[src/rtl/sum_accumulator_pkg.sv]
// rtl/sum_accumulator_pkg.sv - shared widths and FSM state encoding for sum_accumulator
//
// Purpose: default widths used by the interface and the top, and the state
// encoding of the block-accumulation FSM.
//   SUM_W_DEF : width of the incoming signed sum (adder output width)
//   ACC_W_DEF : width of the signed saturating accumulator / block result
//   LEN_W_DEF : width of the block-length configuration and sample counter

package sum_accumulator_pkg;

    localparam int SUM_W_DEF = 33;
    localparam int ACC_W_DEF = 40;
    localparam int LEN_W_DEF = 8;

    typedef enum logic [1:0] {
        ST_IDLE  = 2'd0,
        ST_ACCUM = 2'd1,
        ST_HOLD  = 2'd2
    } state_e;

endpackage

[src/rtl/sum_accumulator_if.sv]
// rtl/sum_accumulator_if.sv - sample-in / block-result-out handshake bundle
//
// Purpose: groups the block-length configuration, the incoming sum stream and
// the outgoing block-result stream of sum_accumulator.
//   cfg_len   : samples per block, sampled with the first sample of a block
//   in_valid  : in_sum is valid
//   in_ready  : accumulator can accept a sample
//   in_sum    : signed sum from the adder
//   out_valid : block result is valid
//   out_ready : consumer takes the block result
//   out_acc   : signed block result
//   out_ovf   : saturation occurred at least once in the block
// Modports: master = producer/consumer side, slave = the accumulator.

interface sum_accumulator_if
    import sum_accumulator_pkg::*;
#(
    parameter int SUM_W = SUM_W_DEF,
    parameter int ACC_W = ACC_W_DEF,
    parameter int LEN_W = LEN_W_DEF
);

    logic [LEN_W-1:0] cfg_len;
    logic             in_valid;
    logic             in_ready;
    logic [SUM_W-1:0] in_sum;
    logic             out_valid;
    logic             out_ready;
    logic [ACC_W-1:0] out_acc;
    logic             out_ovf;

    modport master (
        output cfg_len,
        output in_valid,
        output in_sum,
        output out_ready,
        input  in_ready,
        input  out_valid,
        input  out_acc,
        input  out_ovf
    );

    modport slave (
        input  cfg_len,
        input  in_valid,
        input  in_sum,
        input  out_ready,
        output in_ready,
        output out_valid,
        output out_acc,
        output out_ovf
    );

endinterface

[src/rtl/sum_accumulator_sat_add.sv]
// rtl/sum_accumulator_sat_add.sv - combinational signed saturating adder
//
// Purpose: y = clamp(a + b) to the signed ACC_W range; sat flags a clamp.
//   a, b : signed ACC_W-bit operands
//   y    : signed ACC_W-bit saturated sum
//   sat  : 1 when the true sum was outside the representable range

module sat_add #(
    parameter int ACC_W = 40
) (
    input  logic signed [ACC_W-1:0] a,
    input  logic signed [ACC_W-1:0] b,
    output logic signed [ACC_W-1:0] y,
    output logic                    sat
);

    localparam logic [ACC_W-1:0] ACC_MAX = {1'b0, {(ACC_W-1){1'b1}}};
    localparam logic [ACC_W-1:0] ACC_MIN = {1'b1, {(ACC_W-1){1'b0}}};

    logic signed [ACC_W:0] sum_wide;

    always_comb begin
        sum_wide = {a[ACC_W-1], a} + {b[ACC_W-1], b};
        sat      = 1'b0;
        y        = sum_wide[ACC_W-1:0];
        // The extra bit disagrees with the ACC_W sign bit exactly when the
        // true sum left the signed range; the extra bit gives the direction.
        if (sum_wide[ACC_W] != sum_wide[ACC_W-1]) begin
            sat = 1'b1;
            y   = sum_wide[ACC_W] ? ACC_MIN : ACC_MAX;
        end
    end

endmodule

[src/rtl/sum_accumulator.sv]
// rtl/sum_accumulator.sv - saturating block accumulator behind the 32-bit signed adder
//
// Purpose: accepts signed sums over a valid/ready handshake, accumulates a
// block of cfg_len samples (0 treated as 1) into a saturating signed
// accumulator, then holds the result until the consumer takes it.
//   clk   : rising-edge clock
//   rst_n : asynchronous active-low reset, clears all state
//   bus   : sum_accumulator_if.slave (cfg_len, in_*, out_*)
// in_ready / out_valid are decoded from the registered state only, so there
// is no combinational path from in_valid or out_ready to any output.

module sum_accumulator
    import sum_accumulator_pkg::*;
#(
    parameter int SUM_W = SUM_W_DEF,
    parameter int ACC_W = ACC_W_DEF,
    parameter int LEN_W = LEN_W_DEF
) (
    input  logic                  clk,
    input  logic                  rst_n,
    sum_accumulator_if.slave      bus
);

    state_e                  state_q, state_d;
    logic signed [ACC_W-1:0] acc_q, acc_d;
    logic [LEN_W-1:0]        cnt_q, cnt_d;
    logic [LEN_W-1:0]        len_q, len_d;
    logic                    ovf_q, ovf_d;

    logic                    in_ready;
    logic                    accept;
    logic [LEN_W-1:0]        eff_len;
    logic signed [ACC_W-1:0] sum_ext;
    logic signed [ACC_W-1:0] add_y;
    logic                    add_sat;

    assign in_ready = (state_q != ST_HOLD);
    assign accept   = bus.in_valid & in_ready;
    assign sum_ext  = ACC_W'($signed(bus.in_sum));
    // A zero length would never complete a block; treat it as one sample.
    assign eff_len  = (bus.cfg_len == '0) ? LEN_W'(1) : bus.cfg_len;

    sat_add #(
        .ACC_W (ACC_W)
    ) u_sat_add (
        .a   (acc_q),
        .b   (sum_ext),
        .y   (add_y),
        .sat (add_sat)
    );

    always_comb begin
        state_d = state_q;
        acc_d   = acc_q;
        cnt_d   = cnt_q;
        len_d   = len_q;
        ovf_d   = ovf_q;
        unique case (state_q)
            ST_IDLE: begin
                if (accept) begin
                    len_d   = eff_len;
                    acc_d   = sum_ext;
                    cnt_d   = LEN_W'(1);
                    ovf_d   = 1'b0;
                    state_d = (eff_len == LEN_W'(1)) ? ST_HOLD : ST_ACCUM;
                end
            end
            ST_ACCUM: begin
                if (accept) begin
                    acc_d = add_y;
                    cnt_d = cnt_q + LEN_W'(1);
                    ovf_d = ovf_q | add_sat;
                    if (cnt_d == len_q) begin
                        state_d = ST_HOLD;
                    end
                end
            end
            ST_HOLD: begin
                // Handoff cycle never accepts a sample: in_ready is low here.
                if (bus.out_ready) begin
                    state_d = ST_IDLE;
                end
            end
            default: begin
                state_d = ST_IDLE;
            end
        endcase
    end

    always_ff @(posedge clk or negedge rst_n) begin
        if (!rst_n) begin
            state_q <= ST_IDLE;
            acc_q   <= '0;
            cnt_q   <= '0;
            len_q   <= '0;
            ovf_q   <= 1'b0;
        end else begin
            state_q <= state_d;
            acc_q   <= acc_d;
            cnt_q   <= cnt_d;
            len_q   <= len_d;
            ovf_q   <= ovf_d;
        end
    end

    assign bus.in_ready  = in_ready;
    assign bus.out_valid = (state_q == ST_HOLD);
    assign bus.out_acc   = acc_q;
    assign bus.out_ovf   = ovf_q;

endmodule
[src/flat_wrapper.sv]
// flat-port wrapper written by rule: the top's interface ports become plain ports
module sum_accumulator_flat import sum_accumulator_pkg::*;
#(
    parameter int SUM_W = SUM_W_DEF,
    parameter int ACC_W = ACC_W_DEF,
    parameter int LEN_W = LEN_W_DEF
)
  (clk, rst_n, bus_cfg_len, bus_in_valid, bus_in_sum, bus_out_ready, bus_in_ready, bus_out_valid, bus_out_acc, bus_out_ovf);
  sum_accumulator_if #(.SUM_W(SUM_W), .ACC_W(ACC_W), .LEN_W(LEN_W)) bus_i ();
  input  logic clk;
  input  logic rst_n;
  input wire logic [$bits(bus_i.cfg_len)-1:0] bus_cfg_len;
  input wire logic [$bits(bus_i.in_valid)-1:0] bus_in_valid;
  input wire logic [$bits(bus_i.in_sum)-1:0] bus_in_sum;
  input wire logic [$bits(bus_i.out_ready)-1:0] bus_out_ready;
  output wire logic [$bits(bus_i.in_ready)-1:0] bus_in_ready;
  output wire logic [$bits(bus_i.out_valid)-1:0] bus_out_valid;
  output wire logic [$bits(bus_i.out_acc)-1:0] bus_out_acc;
  output wire logic [$bits(bus_i.out_ovf)-1:0] bus_out_ovf;
  assign bus_i.cfg_len = bus_cfg_len;
  assign bus_i.in_valid = bus_in_valid;
  assign bus_i.in_sum = bus_in_sum;
  assign bus_i.out_ready = bus_out_ready;
  assign bus_in_ready = bus_i.in_ready;
  assign bus_out_valid = bus_i.out_valid;
  assign bus_out_acc = bus_i.out_acc;
  assign bus_out_ovf = bus_i.out_ovf;
  sum_accumulator #(.SUM_W(SUM_W), .ACC_W(ACC_W), .LEN_W(LEN_W)) u_core (.clk(clk), .rst_n(rst_n), .bus(bus_i));
endmodule
[config.mk]
export PLATFORM = sky130hd
export DESIGN_NAME = sum_accumulator_flat
export DESIGN_NICKNAME = d
export VERILOG_FILES = /design/src/rtl/sum_accumulator_pkg.sv /design/src/rtl/sum_accumulator_if.sv /design/src/rtl/sum_accumulator_sat_add.sv /design/src/rtl/sum_accumulator.sv /design/src/flat_wrapper.sv
export SDC_FILE = /design/constraint.sdc
export NUM_CORES = 1
export LEC_CHECK = 0
export CAP_MARGIN = 5
export CORE_ASPECT_RATIO = 0.8
export CORE_MARGIN = 2
export CORE_UTILIZATION = 33
export DETAILED_ROUTE_END_ITERATION = 8
export PLACE_DENSITY = 0.53
export SYNTH_ARGS = -nofsm -noshare
export SYNTH_HDL_FRONTEND = slang
export SYNTH_SLANG_ARGS = --single-unit
[constraint.sdc]
create_clock -name clk -period 6.8 [get_ports clk]
set_input_delay 1.36 -clock clk [delete_from_list [all_inputs] [get_ports clk]]
set_output_delay 1.36 -clock clk [all_outputs]
set_load 0.005 [all_outputs]
Word-level counts from Yosys, hierarchy flattened
Cells that the tools add are included.
{ "totals": {"reg_bits": 59, "input_bits": 45} }
{ "op_classes": {"n_addsub": 2, "eq_ne": 10, "muxes": 19, "n_bitwise": 2, "reduce_logical": 6} }
{ "ops": {"columns": ["op", "n"], "rows": [
  ["two-way mux 40 bit", 4],
  ["case mux 40 bit (2 select lines)", 1],
  ["adder 40 x 33 -> 41 bit", 1],
  ["two-way mux 8 bit", 3],
  ["case mux 8 bit (2 select lines)", 1],
  ["two-way mux 2 bit", 5],
  ["adder 8 x 1 -> 8 bit (second input constant)", 1],
  ["equality test 8 x 1 -> 1 bit (second input constant)", 1],
  ["equality test 8 bit", 1],
  ["logical NOT 8 bit", 1],
  ["!= test 2 x 1 -> 1 bit (second input constant)", 3],
  ["case mux 2 bit (3 select lines)", 1],
  ["!= test 2 bit (second input constant)", 2],
  ["AND reduction 4 bit", 1],
  ["two-way mux 1 bit", 3],
  ["AND reduction 3 bit", 1],
  ["equality test 2 x 1 -> 1 bit (second input constant)", 1],
  ["equality test 2 bit (second input constant)", 1],
  ["logical NOT 2 bit", 1],
  ["case mux 1 bit (2 select lines)", 1],
  ["AND reduction 2 bit", 1],
  ["nonzero test 2 bit", 1],
  ["AND 1 bit", 1],
  ["!= test 1 bit", 1],
  ["OR 1 bit", 1]
]} }

Logic depth before layout (Yosys ltp)
{ "depth": {"depth_word": 6, "depth_mapped": 13, "depth_no_buf": 12} }

By module
Synthesis repeated with hierarchy kept, for this count alone.
{ "unflattened": {"cells_unflattened": 656, "hier_area_um2": 5530.3} }
{ "by_module_without_submodules": {"columns": ["module", "n_inst", "cells_per_inst", "area_each_um2", "seq_area_each_um2"], "rows": [
  ["sum_accumulator", 1, 278, 2854.0, 1476.4],
  ["sat_add", 1, 378, 2676.3, 0.0]
]} }

Worst setup path before layout
Ideal clock, no wire load.
{ "synth_path": {"path_type": "input -> register", "startpoint": "input port bus_in_sum[0]", "endpoint": "register u_core.acc_q[10] (netlist: u_core.bus.out_acc[10])", "setup_time_ps": 92, "arrival_time_ps": 3866, "required_time_ps": 6708, "path_slack_ps": 2842, "cell_stages": 12, "path_buffers": 0, "path_cell_list": "ha_1 > inv_1 > fa_1 > nand2b_1 > a21o_1 > a211oi_2 > o21ai_2 > o31ai_4 > a41oi_4 > nor3_4 > a211oi_2 > o31ai_2"} }
{ "synth_between": {"elab_chain_cells": 5, "elab_cells_between_ends": 6} }
{ "synth_lines": {"columns": ["item", "line", "text"], "rows": [
  ["from (decl)", "flat_wrapper.sv:14", "input wire logic [$bits(bus_i.in_sum)-1:0] bus_in_sum;"],
  ["adder 40 x 33 -> 41 bit (*)", "sum_accumulator_sat_add.sv:23", "sum_wide = {a[ACC_W-1], a} + {b[ACC_W-1], b};"],
  ["two-way mux 40 bit / != test 1 bit (equally long branches)", "sum_accumulator_sat_add.sv:30, sum_accumulator_sat_add.sv:28", null],
  ["two-way mux 40 bit (*)", "sum_accumulator_sat_add.sv:28", "if (sum_wide[ACC_W] != sum_wide[ACC_W-1]) begin"],
  ["two-way mux 40 bit (*)", "sum_accumulator.sv:69", "if (accept) begin"],
  ["case mux 40 bit (2 select lines) (*)", "sum_accumulator.sv:58", "unique case (state_q)"],
  ["to (signal assigned)", "sum_accumulator.sv:93", "acc_q <= '0;"],
  ["to (signal assigned)", "sum_accumulator.sv:99", "acc_q <= acc_d;"],
  ["to (decl)", "sum_accumulator.sv:25", "logic signed [ACC_W-1:0] acc_q, acc_d;"]
]} }
Every way passes the cells marked *; elsewhere a longest branch is shown, timed or not. The select of a mux whose other input is x is not followed.
A chain may end at the register's enable or synchronous reset.

Worst setup path in the final report
{ "layout_path": {"startpoint": "input port bus_in_sum[0]", "endpoint": "register u_core.acc_q[27] (netlist: u_core.bus.out_acc[27])"} }
Same word-level chain as after synthesis.

==> out/qor.csv <==
metric;value;unit
status;finished clean;
Synth Net Count;764;
Vias;5240;
worst path arrival time;5.07;ns
Die ar.;0.0169;mm^2
post-route clock period utilization;70.9;%
R2R Setup Slk;3.09;ns
actual slew at the worst max-slew pin;0.863;ns
TritonCTS Buffers;9;
Worst setup endpoint;u_core.bus.out_acc[27];
register bit total from synthesis;59;
cell types with the highest counts after synthesis;nand2_1, nor2_1, a21oi_1;
via/cell ratio;5.41;
Pwr Density;533;mW/mm^2
GR Util All Layers;19.7;%
worst r2r dst;u_core.bus.out_acc[27];
Overall Power;3.51;mW
reg-to-reg critical path startpoint;u_core.bus.out_acc[1];
Seq/Total Area, Yosys;28.2;%
Final ANT Viol Nets;0;
clock-pin transition on the worst setup and hold timing paths;0.06;ns
n_diodes;0;
Clk Latency, worst-skew pair;0.35;ns
WL final;16100;um
Synth top area share;28.2;%
vias in the first global route;5135;
clk_skew;0.00778;ns
Initial Util;33.5;%
hold buffer count at CTS;0;
Yosys top cell by area;dfrtp_1;
dpl ws;1.66;ns
Total Nets Final;835;
CTS tree;yes;
core area;0.0156;mm^2
htree depth;3;
max-slew violations;0;
max-cap viol count;0;
layout cells sized above 1;5.05;%
die height;117;um
GRT Residual Overflow;0;
asr flop ratio synth;100;%
ys flop type;dfrtp_1;
DR WL/cell;16.6;um
row cnt;41;
final hold vios;0;
die width;145;um
pin count of the biggest net entering global routing;60;
Core Util, Final;42.1;%
max_slew headroom;42.5;%
CP startpoint kind;input port;
Setup CP Type;input port to register;
Lkg Pwr;2.67;nW
First DRT Iteration DRCs;313;
critical path endpoint category;register;
RSZ-0062 raised after global routing;false;
mapped cell area;0.00523;mm^2
Hold WS;0.502;ns
I/O pin count;88;
hold crit path type;register to register;
synth top area cells;dfrtp_1, ha_1, nand2_1;
Max Buffers Root-to-Sink;2;
yosys warns;0;
average size of a mapped cell;7.73;um^2
Reg2Reg Depth;11;
Residual DRC;0;
Fmax;0.208;GHz
peak supply drop;0.213;mV
placed wire-length estimate;11900;um
most common cell in the netlist;nand2_1;
Area growth, synth to finish;25.9;%
fill cell count;1586;
Root Driver;clkbuf_16;
post-synth cell types;66;
DR pass1 iterations;7;
CP startpoint;bus_in_sum[0];
antenna violations before repair;0;
post_cts resized;0;
endpoints failing setup;0;
Synth Instances;677;
min Tclk post-route;4.82;ns
global-route wire length before repair;26300;um
WP data required;7.06;ns
Buffers on Ports;87;
setup slack after layout;1.98;ns
setup TNS;0;ns
postcts setup bufs;0;
TritonCTS sink count;59;
Post-synth EDFFs;0;
routability-driven placement congestion ratio;0.916;
Crit Path Max Fanout;21;
how the worst min path moves through the flow:
stage / to / depth (start not counted) / slack [ns] / start
5_1_grt: u_core.len_q[7] / 2 / 0.51 / u_core.len_q[7]
2_1_floorplan: u_core.len_q[0] / 2 / 0.46 / u_core.len_q[0]
4_1_cts: u_core.len_q[7] / 2 / 0.50 / u_core.len_q[7]
3_5_place_dp: u_core.len_q[7] / 2 / 0.49 / u_core.len_q[7]
3_3_place_gp: u_core.cnt_q[7] / 2 / 0.48 / u_core.cnt_q[7]
6_report: u_core.len_q[7] / 2 / 0.50 / u_core.len_q[7]
flip-flops by register name (all words and copies together) (netlist names):
register and cells:
u_core.bus.out_acc 40, u_core.cnt_q 8, u_core.len_q 8, u_core.state_q 2
u_core.bus.out_ovf 1
placed cells by master, fill, tap and decap left out, types with 7 or more instances in the layout:
cell	count
nand2_1	100
xnor2_1	25
nor2_1	64
clkbuf_16	9
inv_1	19
nand3_1	32
o211ai_1	13
a21o_1	11
dfrtp_1	59
xor2_1	19
o22ai_1	7
nand4_1	8
a21oi_1	61
clkdlybuf4s50_1	86
ha_1	41
o21a_1	10
a31oi_1	23
o21ai_0	49
nand2b_1	12
power by group:
part | internal [mW] | switching, mW
clock | 0.286 | 0.191
sequential | 0.515 | 0.155
combinational | 1.02 | 1.35
worst max-delay path, stage by stage:
cell and delay [ns]:
clkdlybuf4s50_1 0.49, ha_1 0.20, inv_1 0.06, fa_1 0.37, nand2b_1 0.20, a21o_1 0.21
a211oi_2 0.41, o21ai_2 0.14, o31ai_4 0.36, a41oi_4 0.23, o21ai_2 0.30, buf_4 0.40
nand3_1 0.13, a31oi_1 0.20
cell families after synthesis:
logic type      Yosys count  share of synthesized area (%)
xor+xnor                 44                           7.36
fa+ha+maj                42                           10.2
simple gates            252                           22.0
flops                    59                           28.2
compound gates          228                           28.3
buf+inv                  52                           3.99
layer usage:
metal  global-route usage (%)  up-vias  wire, um
met1                     28.7     2463      8180
li1                         -     2608         -
met4                     5.37        0       211
met5                        0        -         0
met2                     30.0      150      6800
met3                     3.65       19       894
area by class of cell:
type | count | area (um^2) | share of cell area, %
inverters | 19 | 71.3 | 1.08
repair buffers | 93 | 911 | 13.8
flip-flops and latches | 59 | 1480 | 22.4
clock inverters | 7 | 76.3 | 1.16
well taps | 215 | 269 | 4.08
clock buffers | 9 | 225 | 3.42
multi-input cells | 566 | 3560 | 54.0
through the flow:
step,area [um^2],instances
2_1_floorplan,5230,677
6_report,6590,968
5_1_grt,6590,968
3_3_place_gp,6290,952
4_1_cts,6590,968
3_5_place_dp,6290,952
Power figures use the tool's default switching activity.
